==> config.mk <==
export PLATFORM = sky130hd
export DESIGN_NAME = microsequencer_flat
export DESIGN_NICKNAME = d
export VERILOG_FILES = /design/src/rtl/microsequencer_if.sv /design/src/rtl/microsequencer.sv /design/src/flat_wrapper.sv
export SDC_FILE = /design/constraint.sdc
export NUM_CORES = 1
export LEC_CHECK = 0
export CORE_MARGIN = 5
export CORE_UTILIZATION = 46
export DETAILED_ROUTE_END_ITERATION = 10
export PLACE_DENSITY = 0.77
export RECOVER_POWER = 100
export SLEW_MARGIN = 40
export SYNTH_ARGS = -nofsm -noshare
export SYNTH_HDL_FRONTEND = slang
export SYNTH_SLANG_ARGS = --single-unit
==> constraint.sdc <==
create_clock -name clk -period 2.1 [get_ports clk]
set_input_delay 0.42 -clock clk [delete_from_list [all_inputs] [get_ports clk]]
set_output_delay 0.42 -clock clk [all_outputs]
set_load 0.05 [all_outputs]
==> src/rtl/microsequencer_if.sv <==
// Microcode store bus: the sequencer presents an address, the store returns
// the decoded control fields of the word at that address (asynchronous read).
// Ports: master = sequencer (drives address), slave = microcode store (drives fields).
interface microsequencer_if #(
  parameter int NUM_ADDRESS_LINES = 5,
  parameter int NUM_VARSEL_BITS   = 3,
  parameter int NUM_TIMERS        = 2,
  parameter int NUM_SWITCH_BITS   = 1
);
  logic [NUM_ADDRESS_LINES-1:0] address;
  logic [NUM_ADDRESS_LINES-1:0] jadr;
  logic [NUM_VARSEL_BITS-1:0]   varSel;
  logic [NUM_TIMERS-1:0]        timerSel;
  logic [NUM_TIMERS-1:0]        timerLd;
  logic [NUM_SWITCH_BITS-1:0]   switch_sel;
  logic                         switch_active;
  logic                         var_or_timer;
  logic                         branch;
  logic                         forced_jmp;
  logic                         sub;
  logic                         rtn;

  modport master (
    output address,
    input  jadr, varSel, timerSel, timerLd, switch_sel,
    input  switch_active, var_or_timer, branch, forced_jmp, sub, rtn
  );

  modport slave (
    input  address,
    output jadr, varSel, timerSel, timerLd, switch_sel,
    output switch_active, var_or_timer, branch, forced_jmp, sub, rtn
  );
endinterface

==> src/rtl/microsequencer.sv <==
// Microcode next-address generator with condition mux, down-counter timers and return stack.
// Latency: one microinstruction per clock; the next address is registered on each posedge.
// Backpressure: ready=0 forces address 0; hold=1 freezes address/stack/flags while timers run.
// Ports: clk, rst (async active-high); ready, hold; variables, timer_values, switch_values
//        (condition/timer/switch sources); ucode (address out, control fields in);
//        timer_done, stack_overflow, stack_underflow (status out).
module microsequencer #(
  parameter int NUM_ADDRESS_LINES = 5,
  parameter int NUM_VARSEL_BITS   = 3,
  parameter int NUM_TIMERS        = 2,
  parameter int TIMER_WIDTH       = 8,
  parameter int NUM_SWITCH_BITS   = 1,
  parameter int SWITCH_WIDTH      = 3,
  parameter int STACK_DEPTH       = 4
) (
  input  logic                                         clk,
  input  logic                                         rst,
  input  logic                                         ready,
  input  logic                                         hold,
  input  logic [(2**NUM_VARSEL_BITS)-1:0]              variables,
  input  logic [NUM_TIMERS*TIMER_WIDTH-1:0]            timer_values,
  input  logic [(2**NUM_SWITCH_BITS)*SWITCH_WIDTH-1:0] switch_values,
  microsequencer_if.master                             ucode,
  output logic [NUM_TIMERS-1:0]                        timer_done,
  output logic                                         stack_overflow,
  output logic                                         stack_underflow
);
  localparam int NUM_SWITCH = 2**NUM_SWITCH_BITS;
  localparam int SPW        = $clog2(STACK_DEPTH + 1);
  localparam int IDXW       = (STACK_DEPTH > 1) ? $clog2(STACK_DEPTH) : 1;

  logic [NUM_ADDRESS_LINES-1:0] addr_q;
  logic [NUM_ADDRESS_LINES-1:0] next_addr;
  logic [NUM_ADDRESS_LINES-1:0] ret_addr;
  logic [NUM_ADDRESS_LINES-1:0] stack_mem [STACK_DEPTH];
  logic [SPW-1:0]               sp_q;
  logic [IDXW-1:0]              top_idx;
  logic [SWITCH_WIDTH-1:0]      sw_val;
  logic [TIMER_WIDTH-1:0]       count_q [NUM_TIMERS];
  logic                         stack_empty, stack_full;
  logic                         cond;
  logic                         push, pop, set_ovf, set_unf;
  logic                         advance;

  assign ucode.address = addr_q;
  assign ret_addr      = addr_q + 1'b1;
  assign stack_empty   = (sp_q == '0);
  assign stack_full    = (sp_q == SPW'(STACK_DEPTH));
  assign top_idx       = IDXW'(sp_q - 1'b1);
  assign advance       = ready && !hold;

  // Timers run whenever the store is ready; hold only stalls the address path.
  for (genvar i = 0; i < NUM_TIMERS; i++) begin : g_timer
    always_ff @(posedge clk or posedge rst) begin
      if (rst) begin
        count_q[i] <= '0;
      end else if (ready) begin
        if (ucode.timerLd[i]) begin
          count_q[i] <= timer_values[i*TIMER_WIDTH +: TIMER_WIDTH];
        end else if (count_q[i] != '0) begin
          count_q[i] <= count_q[i] - 1'b1;
        end
      end
    end
    assign timer_done[i] = (count_q[i] == '0);
  end

  assign cond = ucode.var_or_timer ? |(ucode.timerSel & timer_done)
                                   : variables[ucode.varSel];

  always_comb begin
    sw_val = '0;
    for (int s = 0; s < NUM_SWITCH; s++) begin
      if (ucode.switch_sel == NUM_SWITCH_BITS'(s)) begin
        sw_val = switch_values[s*SWITCH_WIDTH +: SWITCH_WIDTH];
      end
    end
  end

  // Next-address selection in priority order: return, switch, call, jump, branch, sequential.
  always_comb begin
    next_addr = ret_addr;
    push      = 1'b0;
    pop       = 1'b0;
    set_ovf   = 1'b0;
    set_unf   = 1'b0;
    if (ucode.rtn) begin
      if (stack_empty) begin
        next_addr = '0;
        set_unf   = 1'b1;
      end else begin
        next_addr = stack_mem[top_idx];
        pop       = 1'b1;
      end
    end else if (ucode.switch_active) begin
      next_addr = ucode.jadr + NUM_ADDRESS_LINES'(sw_val);
    end else if (ucode.sub) begin
      // The call still jumps when the stack is full; only the push is lost.
      next_addr = ucode.jadr;
      if (stack_full) begin
        set_ovf = 1'b1;
      end else begin
        push = 1'b1;
      end
    end else if (ucode.forced_jmp) begin
      next_addr = ucode.jadr;
    end else if (ucode.branch && cond) begin
      next_addr = ucode.jadr;
    end
  end

  always_ff @(posedge clk or posedge rst) begin
    if (rst) begin
      addr_q          <= '0;
      sp_q            <= '0;
      stack_overflow  <= 1'b0;
      stack_underflow <= 1'b0;
    end else if (!ready) begin
      addr_q <= '0;
    end else if (!hold) begin
      addr_q <= next_addr;
      if (push) begin
        sp_q <= sp_q + 1'b1;
      end else if (pop) begin
        sp_q <= sp_q - 1'b1;
      end
      if (set_ovf) stack_overflow  <= 1'b1;
      if (set_unf) stack_underflow <= 1'b1;
    end
  end

  // Stack contents need no reset: the pointer alone defines which entries are valid.
  always_ff @(posedge clk) begin
    if (advance && push) begin
      stack_mem[sp_q[IDXW-1:0]] <= ret_addr;
    end
  end
endmodule

==> src/flat_wrapper.sv <==
// flat-port wrapper written by rule: the top's interface ports become plain ports
module microsequencer_flat 
#(
  parameter int NUM_ADDRESS_LINES = 5,
  parameter int NUM_VARSEL_BITS   = 3,
  parameter int NUM_TIMERS        = 2,
  parameter int TIMER_WIDTH       = 8,
  parameter int NUM_SWITCH_BITS   = 1,
  parameter int SWITCH_WIDTH      = 3,
  parameter int STACK_DEPTH       = 4
)
  (clk, rst, ready, hold, variables, timer_values, switch_values, timer_done, stack_overflow, stack_underflow, ucode_address, ucode_jadr, ucode_varSel, ucode_timerSel, ucode_timerLd, ucode_switch_sel, ucode_switch_active, ucode_var_or_timer, ucode_branch, ucode_forced_jmp, ucode_sub, ucode_rtn);
  microsequencer_if #(.NUM_ADDRESS_LINES(NUM_ADDRESS_LINES), .NUM_VARSEL_BITS(NUM_VARSEL_BITS), .NUM_TIMERS(NUM_TIMERS), .NUM_SWITCH_BITS(NUM_SWITCH_BITS)) ucode_i ();
  input  logic clk;
  input  logic rst;
  input  logic ready;
  input  logic hold;
  input  logic [(2**NUM_VARSEL_BITS)-1:0] variables;
  input  logic [NUM_TIMERS*TIMER_WIDTH-1:0] timer_values;
  input  logic [(2**NUM_SWITCH_BITS)*SWITCH_WIDTH-1:0] switch_values;
  output logic [NUM_TIMERS-1:0] timer_done;
  output logic stack_overflow;
  output logic stack_underflow;
  output wire logic [$bits(ucode_i.address)-1:0] ucode_address;
  input wire logic [$bits(ucode_i.jadr)-1:0] ucode_jadr;
  input wire logic [$bits(ucode_i.varSel)-1:0] ucode_varSel;
  input wire logic [$bits(ucode_i.timerSel)-1:0] ucode_timerSel;
  input wire logic [$bits(ucode_i.timerLd)-1:0] ucode_timerLd;
  input wire logic [$bits(ucode_i.switch_sel)-1:0] ucode_switch_sel;
  input wire logic [$bits(ucode_i.switch_active)-1:0] ucode_switch_active;
  input wire logic [$bits(ucode_i.var_or_timer)-1:0] ucode_var_or_timer;
  input wire logic [$bits(ucode_i.branch)-1:0] ucode_branch;
  input wire logic [$bits(ucode_i.forced_jmp)-1:0] ucode_forced_jmp;
  input wire logic [$bits(ucode_i.sub)-1:0] ucode_sub;
  input wire logic [$bits(ucode_i.rtn)-1:0] ucode_rtn;
  assign ucode_address = ucode_i.address;
  assign ucode_i.jadr = ucode_jadr;
  assign ucode_i.varSel = ucode_varSel;
  assign ucode_i.timerSel = ucode_timerSel;
  assign ucode_i.timerLd = ucode_timerLd;
  assign ucode_i.switch_sel = ucode_switch_sel;
  assign ucode_i.switch_active = ucode_switch_active;
  assign ucode_i.var_or_timer = ucode_var_or_timer;
  assign ucode_i.branch = ucode_branch;
  assign ucode_i.forced_jmp = ucode_forced_jmp;
  assign ucode_i.sub = ucode_sub;
  assign ucode_i.rtn = ucode_rtn;
  microsequencer #(.NUM_ADDRESS_LINES(NUM_ADDRESS_LINES), .NUM_VARSEL_BITS(NUM_VARSEL_BITS), .NUM_TIMERS(NUM_TIMERS), .TIMER_WIDTH(TIMER_WIDTH), .NUM_SWITCH_BITS(NUM_SWITCH_BITS), .SWITCH_WIDTH(SWITCH_WIDTH), .STACK_DEPTH(STACK_DEPTH)) u_core (.clk(clk), .rst(rst), .ready(ready), .hold(hold), .variables(variables), .timer_values(timer_values), .switch_values(switch_values), .ucode(ucode_i), .timer_done(timer_done), .stack_overflow(stack_overflow), .stack_underflow(stack_underflow));
endmodule
==> flow_summary_export.csv, run 1 <==
group,metric,value,unit
status,outcome,"finished, violations left",
status,violations,"setup timing",
global_routing,grt_pass1_wl,11.57,mm
timing,worst_clock_skew,0.01412,ns
worst_setup_path,path_cells,"inv_2, ha_4, or4b_4, buf_6, nor2_4, buf_12",
final_layout,fin_nets,438,
global_routing,antenna_found_initial,0,
clocking,cts_buffers,5,
floorplan,fp.dieH,88.22,microns
yosys,synthArstFlopShare,56.52,%
power_and_ir_drop,power_per_cell_area,779.2,nW/um^2
route,wl_per_cell,16.18,microns
final_layout,area_growth,38.86,%
floorplan,start_util,47.53,%
yosys,syn_inst,277,
place,dp.cells,431,
final_layout,seqCellArea,1251,sq um
timing,report.final.hold_viol_count,0,
yosys,synth_edf_count,20,
worst_setup_path,slowest_stage,"or4b_4",
final_layout,diodes,0,
clocking,clkTransAtPathRegs,0.08,ns
yosys,syn-cell-area,2814,sq um
route,num_vias,2546,
route,drc,0,
route,drt-initial-drc-count,102,
floorplan,fp-row-count,28,
worst_setup_path,worst-path-max-fanout,2,
global_routing,grtUsageMet3,4.004,%
timing,grt_setup_unrepaired,"yes",
timing,period_needed,2.189,ns
route,drt-pass1-iter-count,4,
yosys,ys_seq_area_share,44.46,%
worst_setup_path,cp-start-kind,"flop",
yosys,syn-num-nets,344,
global_routing,track_usage,19.13,%
route,ant_nets,0,
worst_setup_path,cp.required,1.68,ns
timing,setup_ws,-0.08902,ns
floorplan,die-area,7782,sq um
global_routing,grt_pass1_vias,2577,
global_routing,overflow,0,
worst_setup_path,crit_type,"flop to output pin",
timing,drv_slew,0,
timing,finalCritPeriodShare,104.2,%
final_layout,fillers,450,
final_layout,fin_cells,447,
hold_path,hold_class,"flop to flop",
final_layout,drive_gt1_share,20.70,%
clocking,cts_tree,"built",
floorplan,core-area,5921,sq um
worst_setup_path,cp_slowest_stage_delay,0.47,ns
clocking,htreeDepth,2,
timing,tightest_slew,0.6702,ns
place,dp_hpwl,5.510,mm
clocking,clk_latency,0.30,ns
global_routing,met1_usage,23.63,%
place,place.gp.congestion,0.8530,
final_layout,design_area,3908,sq um
timing,finalSetupViolCount,14,
place,place.port_buffers,61,
yosys,ys_ff_latch,46,
power_and_ir_drop,vdd_ir_drop_max,518.1,uV
place,placed_area,3724,sq um
yosys,synth_cell_types,50,
route,drt-total-wl,7.234,mm
route,vias_per_cell,5.696,
final_layout,multi_input_comb_area,1506,sq um
run,drv_cap,0,
worst_setup_path,endpoint_kind,"output pin",
clocking,cts_buffer_depth,2,
clocking,cts.sinks,46,
worst_setup_path,path_delay_family,"simple AND/OR/NAND/NOR gates",
power_and_ir_drop,power_leakage,1.537,nW
clocking,ctsHoldBuffers,0,
floorplan,die_width,88.22,microns
global_routing,grt_max_degree,27,
floorplan,ioPinCount,62,
worst_setup_path,arrival,1.77,ns
clocking,cts-root-buf,"clkbuf_8",
yosys,synth_ff_type,"dfrtp_1",
global_routing,grt_util_met2,32.63,%
timing,clock.fmax,456.8,MHz
yosys,yosys_warnings,0,
worst_setup_path,path_buf_inv,3,
yosys,synth_area_per_cell,10.16,sq um
timing,slew_headroom,55.32,%
global_routing,grt.busiest_layer,"met2",
## cells in the final DEF (no fill, tap or decap), types with 4 or more instances in the layout
cell / n
edfxtp_1: 20
or3_1: 5
and2_1: 4
nand2b_1: 4
nand3_1: 5
dlygate4sd3_1: 5
clkdlybuf4s50_1: 53
dfrtp_1: 26
a31o_2: 5
clkbuf_8: 5
nand2_1: 18
nor3_1: 15
xnor2_1: 6
nor2_1: 19
buf_4: 33
mux4_2: 6
clkbuf_1: 5
o21ai_0: 21
a21oi_1: 20
a32oi_1: 5
inv_1: 12
ha_1: 11
## stage by stage
step                util [%]  setup WS, ns  power [mW]  TNS [ns]  hold slack, ns
global placement       62.89       -0.5472       2.457    -5.140          0.4649
floorplan                  -      0.003036       2.033         0          0.4600
finish                 66.00      -0.08902       3.045   -0.3620          0.4808
detailed placement     62.89       -0.6101       2.494    -5.565          0.4697
global route           66.00       -0.1459       3.232    -1.956          0.5098
CTS                    65.09      -0.07965       3.040   -0.1397          0.4908
## kinds of logic after synthesis
family,synth area share (%)
compound gates,18.36
xor+xnor,2.801
fa+ha+maj,6.492
buf+inv,4.179
flops,44.46
mux,7.470
simple gates,16.23
## worst reg2reg max path: stages (launching register included)
cell	delay (ns)
dfrtp_1	0.40
inv_2	0.09
ha_4	0.13
or4b_4	0.47
buf_6	0.15
buf_4	0.13
o31ai_2	0.20
buf_4	0.18
nor3_1	0.05
a21oi_1	0.13
nand2_1	0.06
## final cells by class
class	instances	area share, %
clock buffer	6	1.857
clock inverter	2	0.2562
inverter	14	1.345
multi-input combinational	202	38.55
sequential	46	32.02
tap	75	2.402
timing repair buffer	102	23.57
## Yosys cell counts (6+ instances only)
library cell	n	area, sq um
ha_1	13	162.7
o21ai_0	20	100.1
a21oi_1	21	105.1
nor2_1	20	75.07
edfxtp_1	20	600.6
inv_1	14	52.55
clkbuf_1	12	45.04
dfrtp_1	26	650.6
mux4_2	6	135.1
nand2_1	18	67.56
xnor2_1	6	52.55
nor3_1	15	75.07
## routing by layer
layer	up-vias	share of wire (%)
met5	-	0
met4	0	3.0
met3	27	5.9
met2	89	50
met1	1206	41
li1	1224	-
## timing repair
action | 4_1_cts | 5_1_grt
endpoints found under the setup margin | 5 | 10
pin swaps | 4 | 6
setup buffers | 4 | 4
cloned | 0 | 0
gates resized for setup | 9 | 7
## sequential cells by signal, summed over array words and instances (netlist names)
register	count
u_core.count_q	16
u_core.sp_q	3
u_core.stack_mem	20
u_core.stack_overflow	1
u_core.stack_underflow	1
u_core.ucode.address	5
## path summary, 6_finish.rpt
| kind | from | to | slack (ns) | depth (start not counted) |
|---|---|---|---|---|
| setup / recovery | u_core.count_q[0] | timer_done[1] | -0.09 | 6 |
| hold / removal | u_core.stack_underflow | u_core.stack_underflow | 0.48 | 1 |
| setup reg to reg | u_core.count_q[0] | u_core.count_q[0] | 0.02 | 10 |
| hold reg to reg | u_core.stack_underflow | u_core.stack_underflow | 0.48 | 1 |
| max in group asynchronous | rst | u_core.sp_q[1] | 0.93 | 3 |
| min in group asynchronous | rst | u_core.ucode.address[4] | 0.73 | 3 |
## power by group
part / total [mW] / switching [mW] / internal (mW)
Clock: 0.522 / 0.291 / 0.231
Combinational: 1.29 / 0.678 / 0.609
Sequential: 1.24 / 0.135 / 1.10
Total: 3.04 / 1.10 / 1.94
Note: power is estimated with default switching activity, not from simulation.
==> inputs of run 2 (changes only) <==
==> constraint.sdc (replaced) <==
create_clock -name clk -period 2.1 [get_ports clk]
set_input_delay 0.21 -clock clk [delete_from_list [all_inputs] [get_ports clk]]
set_output_delay 0.21 -clock clk [all_outputs]
set_load 0.05 [all_outputs]
==> flow_summary_export.csv, run 2 (synthesized netlist as in run 1, its figures left out) <==
group,metric,value,unit
status,outcome,"finished clean",
timing,drv_slew,0,
worst_setup_path,cp.required,1.89,ns
global_routing,grt.busiest_layer,"met2",
route,wl_per_cell,17.29,microns
final_layout,design_area,3886,sq um
global_routing,grt_max_degree,27,
floorplan,start_util,47.53,%
clocking,cts_tree,"built",
route,drt-initial-drc-count,180,
route,drt-pass1-iter-count,5,
floorplan,core-area,5921,sq um
hold_path,worst_hold_path.endpoint,"u_core.count_q[8]",
clocking,clk_latency,0.30,ns
route,vias_per_cell,5.826,
timing,report.final.hold_viol_count,0,
global_routing,antenna_found_initial,0,
final_layout,drive_gt1_share,17.40,%
floorplan,die_width,88.22,microns
timing,finalSetupViolCount,0,
power_and_ir_drop,power_leakage,1.519,nW
final_layout,fin_nets,428,
global_routing,overflow,0,
timing,grt_setup_unrepaired,"yes",
clocking,clkTransAtPathRegs,0.08,ns
worst_setup_path,arrival,1.83,ns
timing,worst_clock_skew,0.01184,ns
floorplan,die-area,7782,sq um
global_routing,grtUsageMet3,3.445,%
clocking,cts-root-buf,"clkbuf_8",
route,ant_nets,0,
final_layout,diodes,0,
worst_setup_path,cp-start-kind,"flop",
timing,tns,0,ns
worst_setup_path,rr_worst_depth,8,
route,drc,0,
floorplan,fp.dieH,88.22,microns
global_routing,met1_usage,23.81,%
final_layout,mostFrequentLayoutCells,"51 x clkdlybuf4s50_1, 26 x dfrtp_1, 25 x buf_4",
global_routing,track_usage,19.93,%
timing,slew_headroom,1.707,%
power_and_ir_drop,power_per_cell_area,813.3,nW/um^2
hold_path,hold_start,"timer_values[0]",
hold_path,hold_class,"primary input to flop",
clocking,cts.sinks,46,
worst_setup_path,worstReg2RegStart,"u_core.count_q[1]",
clocking,ctsHoldBuffers,0,
place,placed_area,3681,sq um
global_routing,grt_pass1_wl,12.01,mm
place,place.port_buffers,61,
timing,setup_ws,0.05869,ns
timing,tightest_slew,1.474,ns
final_layout,final_common_cell,"clkdlybuf4s50_1",
worst_setup_path,reg2reg_setup_slack,0.08,ns
clocking,cts_buffers,5,
power_and_ir_drop,vdd_ir_drop_max,493.2,uV
hold_path,min_delay_path_depth,3,
timing,clock.fmax,489.9,MHz
worst_setup_path,crit_type,"flop to output pin",
place,pre_cts_slack,-0.4010,ns
final_layout,largest_reg_flops,20,
clocking,htreeDepth,2,
route,drt-total-wl,7.555,mm
worst_setup_path,endpoint_kind,"output pin",
global_routing,grt_util_met2,35.69,%
floorplan,ioPinCount,62,
place,place.gp.congestion,0.8607,
route,num_vias,2546,
run,drv_cap,0,
final_layout,fillers,462,
worst_setup_path,rr_endpoint,"u_core.ucode.address[2]",
timing,finalCritPeriodShare,97.21,%
floorplan,fp-row-count,28,
worst_setup_path,worst-path-max-fanout,3,
final_layout,area_growth,38.11,%
final_layout,final_util,65.64,%
timing,period_needed,2.041,ns
global_routing,grt_pass1_vias,2591,
clocking,cts_buffer_depth,2,
place,dp_hpwl,5.678,mm
-- run 2: final cells by class --
| cell class | instances | area (sq um) | area share (%) |
|---|---|---|---|
| clock inverter | 1 | 30.03 | 0.7727 |
| timing repair buffer | 92 | 877.1 | 22.57 |
| inverter | 14 | 52.55 | 1.352 |
| multi-input combinational | 202 | 1505 | 38.73 |
| sequential | 46 | 1251 | 32.20 |
| clock buffer | 7 | 76.32 | 1.964 |
| tap | 75 | 93.84 | 2.415 |
-- run 2: stage by stage --
| step | std cells | power [mW] | hold WS [ns] |
|---|---|---|---|
| 6_report | 437 | 3.161 | 0.4685 |
| 3_5_place_dp | 424 | 2.488 | 0.4776 |
| 2_1_floorplan | 277 | 2.032 | 0.2500 |
| 3_3_place_gp | 424 | 2.434 | 0.4662 |
| 4_1_cts | 433 | 3.157 | 0.2683 |
| 5_1_grt | 437 | 3.337 | 0.4576 |
-- run 2: worst max path at each step --
stage,startpoint,to,slack [ns],depth (start not counted)
detailed placement,ucode_switch_sel,u_core.ucode.address[4],-0.40,9
global route,u_core.count_q[1],u_core.ucode.address[3],-0.008,8
floorplan,u_core.count_q[11],u_core.ucode.address[2],0.05,6
global placement,ucode_switch_sel,u_core.ucode.address[4],-0.34,9
finish,u_core.count_q[1],timer_done[1],0.06,6
CTS,u_core.count_q[1],u_core.ucode.address[2],0.004,8
-- run 2: worst max-delay path: stages, from the launching register on --
cell and delay, ns:
dfrtp_1 0.41, inv_2 0.10, ha_4 0.12, or4b_4 0.48, buf_4 0.17, nor2_4 0.10
buf_12 0.14
-- run 2: power by group --
group	leakage, nW	switching [mW]	internal (mW)
Clock	0.0524	0.291	0.356
Sequential	0.502	0.136	1.10
Combinational	0.964	0.691	0.586
Total	1.52	1.12	2.04
-- run 2: timing repair --
item | CTS | global route
pin swaps | 5 | 3
setup endpoints to repair | 3 | 8
gates resized for setup | 8 | 6
cloned | 0 | 1
buffers inserted | 1 | 3
-- run 2: metal layers --
layer  up-vias  wire, microns  part of all wire [%]
li1       1210              -                     -
met1      1202           3015                    40
met2       119           3936                    52
met3        15            473                   6.3
met4         0            130                   1.7
met5         -              0                     0
==> inputs of run 3 (changes only) <==
--- a/config.mk
+++ b/config.mk
@@ -5,9 +5,11 @@
 export SDC_FILE = /design/constraint.sdc
 export NUM_CORES = 1
 export LEC_CHECK = 0
+export CORE_ASPECT_RATIO = 1.1
 export CORE_MARGIN = 5
 export CORE_UTILIZATION = 46
 export DETAILED_ROUTE_END_ITERATION = 10
+export GPL_ROUTABILITY_DRIVEN = 1
 export PLACE_DENSITY = 0.77
 export RECOVER_POWER = 100
 export SLEW_MARGIN = 40
==> flow_summary_export.csv, run 3 (synthesized netlist as in run 1, its figures left out) <==
group,metric,value,unit
status,outcome,"finished, violations left",
status,violations,"capacitance limit, slew limit",
final_layout,largest_reg_flops,20,
power_and_ir_drop,power_frac_seq,41.0,%
route,vias_per_cell,5.793,
clocking,cts_tree,"built",
run,drv_cap,1,
timing,slew_headroom,-2.233,%
final_layout,mostFrequentLayoutCells,"49 x clkdlybuf4s50_1, 26 x dfrtp_1, 22 x o21ai_0",
worst_setup_path,crit_start,"u_core.count_q[0]",
hold_path,hold_start,"timer_values[0]",
timing,tns,0,ns
final_layout,final_common_cell,"clkdlybuf4s50_1",
timing,finalCritPeriodShare,96.42,%
power_and_ir_drop,p_sw,1.113,mW
power_and_ir_drop,pwr-share-comb,41.3,%
clocking,cts_buffers,5,
floorplan,fp.dieH,92.03,microns
clocking,ctsHoldBuffers,0,
final_layout,fin_nets,423,
power_and_ir_drop,clkPwrFrac,17.7,%
final_layout,seqCellArea,1251,sq um
timing,period_needed,2.025,ns
route,wl_per_cell,16.85,microns
worst_setup_path,crit_type,"flop to output pin",
final_layout,multi_input_comb_area,1468,sq um
timing,worst_clock_skew,0.01015,ns
floorplan,ioPinCount,62,
floorplan,core-area,5842,sq um
clocking,cts-root-buf,"clkbuf_8",
worst_setup_path,worstReg2RegStart,"u_core.count_q[0]",
power_and_ir_drop,vdd_ir_drop_max,437.4,uV
timing,clock.fmax,493.9,MHz
clocking,post-cts-setup-buffers,0,
place,place.gp.congestion,0.8579,
worst_setup_path,cp-start-kind,"flop",
final_layout,diodes,0,
place,pre_cts_slack,-0.4127,ns
hold_path,hold_class,"primary input to flop",
place,dp_hpwl,5.811,mm
global_routing,track_usage,18.81,%
final_layout,area_growth,33.17,%
timing,drv_slew,27,
timing,finalSetupViolCount,0,
worst_setup_path,worst-path-max-fanout,3,
route,drc,0,
global_routing,grt_pass1_vias,2509,
route,drt-pass1-iter-count,4,
power_and_ir_drop,power.total,3.005,mW
power_and_ir_drop,p_sw_share,37.04,%
power_and_ir_drop,power_per_cell_area,801.8,nW/um^2
timing,setup_ws,0.07521,ns
final_layout,fillers,492,
timing,grt_setup_unrepaired,"no",
route,ant_nets,0,
clocking,clkTransAtPathRegs,0.09,ns
route,drt-initial-drc-count,172,
worst_setup_path,cp.required,1.89,ns
floorplan,die_width,84.58,microns
final_layout,drive_gt1_share,16.25,%
clocking,cts_buffer_depth,2,
global_routing,antenna_found_initial,0,
clocking,htreeDepth,2,
power_and_ir_drop,power_leakage,1.471,nW
global_routing,grt_pass1_wl,11.76,mm
route,drt-total-wl,7.315,mm
floorplan,start_util,48.17,%
clocking,clk_latency,0.30,ns
power_and_ir_drop,internal_power,1.892,mW
floorplan,fp-row-count,29,
timing,report.final.hold_viol_count,0,
worst_setup_path,arrival,1.81,ns
clocking,cts.sinks,46,
global_routing,overflow,0,
worst_setup_path,endpoint_kind,"output pin",
floorplan,die-area,7783,sq um
global_routing,grt_max_degree,27,
route,num_vias,2514,
place,place.port_buffers,61,
timing,tightest_slew,1.533,ns
==> run 3: routing by layer <==
layer / global-route usage [%] / vias up / wire [microns]
met3: 2.867 / 12 / 397
li1: - / 1190 / -
met2: 33.75 / 97 / 3807
met4: 6.992 / 0 / 124
met1: 22.68 / 1215 / 2986
met5: 0 / - / 0
==> run 3: area by class of cell <==
cell class	count	share of cell area (%)
well taps	77	2.571
flip-flops and latches	46	33.39
clock buffers	6	1.937
clock inverters	2	0.2671
multi-input cells	202	39.17
inverters	14	1.402
repair buffers	87	21.27
==> run 3: final timing paths <==
path / to / slack (ns) / cells past startpoint
min in group asynchronous: u_core.count_q[15] / 0.87 / 3
worst max-delay path: timer_done[1] / 0.08 / 6
worst max register to register: u_core.ucode.address[2] / 0.10 / 7
worst min register to register: u_core.stack_overflow / 0.48 / 1
max in group asynchronous: u_core.sp_q[1] / 0.33 / 3
worst min-delay path: u_core.count_q[8] / 0.47 / 3
==> run 3: critical path: stages (launching register included) <==
cell	delay (ns)
dfrtp_1	0.40
inv_1	0.09
ha_1	0.14
or4b_4	0.46
clkbuf_2	0.17
nor2_4	0.11
buf_12	0.14
==> run 3: power by group through the flow <==
stage | logic [mW] | clock network, mW | registers, mW
after global placement | 1.21 | 0 | 1.24
after detailed placement | 1.25 | 0 | 1.25
after global routing | 1.36 | 0.563 | 1.25
final | 1.24 | 0.530 | 1.23
after floorplan | 0.679 | 0 | 1.35
after CTS | 1.27 | 0.538 | 1.23
==> run 3: timing repair <==
item                                    4_1_cts  5_1_grt
pin swaps                                     4        0
endpoints found under the setup margin        4        6
cloned                                        0        1
gates resized for setup                       7        4
hold endpoints to repair                      0        0
==> run 3: metrics by stage <==
| step | std cells | hold slack (ns) | utilization, % | area [sq um] |
|---|---|---|---|---|
| final | 434 | 0.4650 | 64.15 | 3747 |
| after global placement | 425 | 0.4683 | 62.71 | 3664 |
| after global routing | 434 | 0.4944 | 64.15 | 3747 |
| after CTS | 433 | 0.2775 | 64.38 | 3761 |
| after floorplan | 277 | 0.2500 | - | 2815 |
| after detailed placement | 425 | 0.4697 | 62.71 | 3664 |
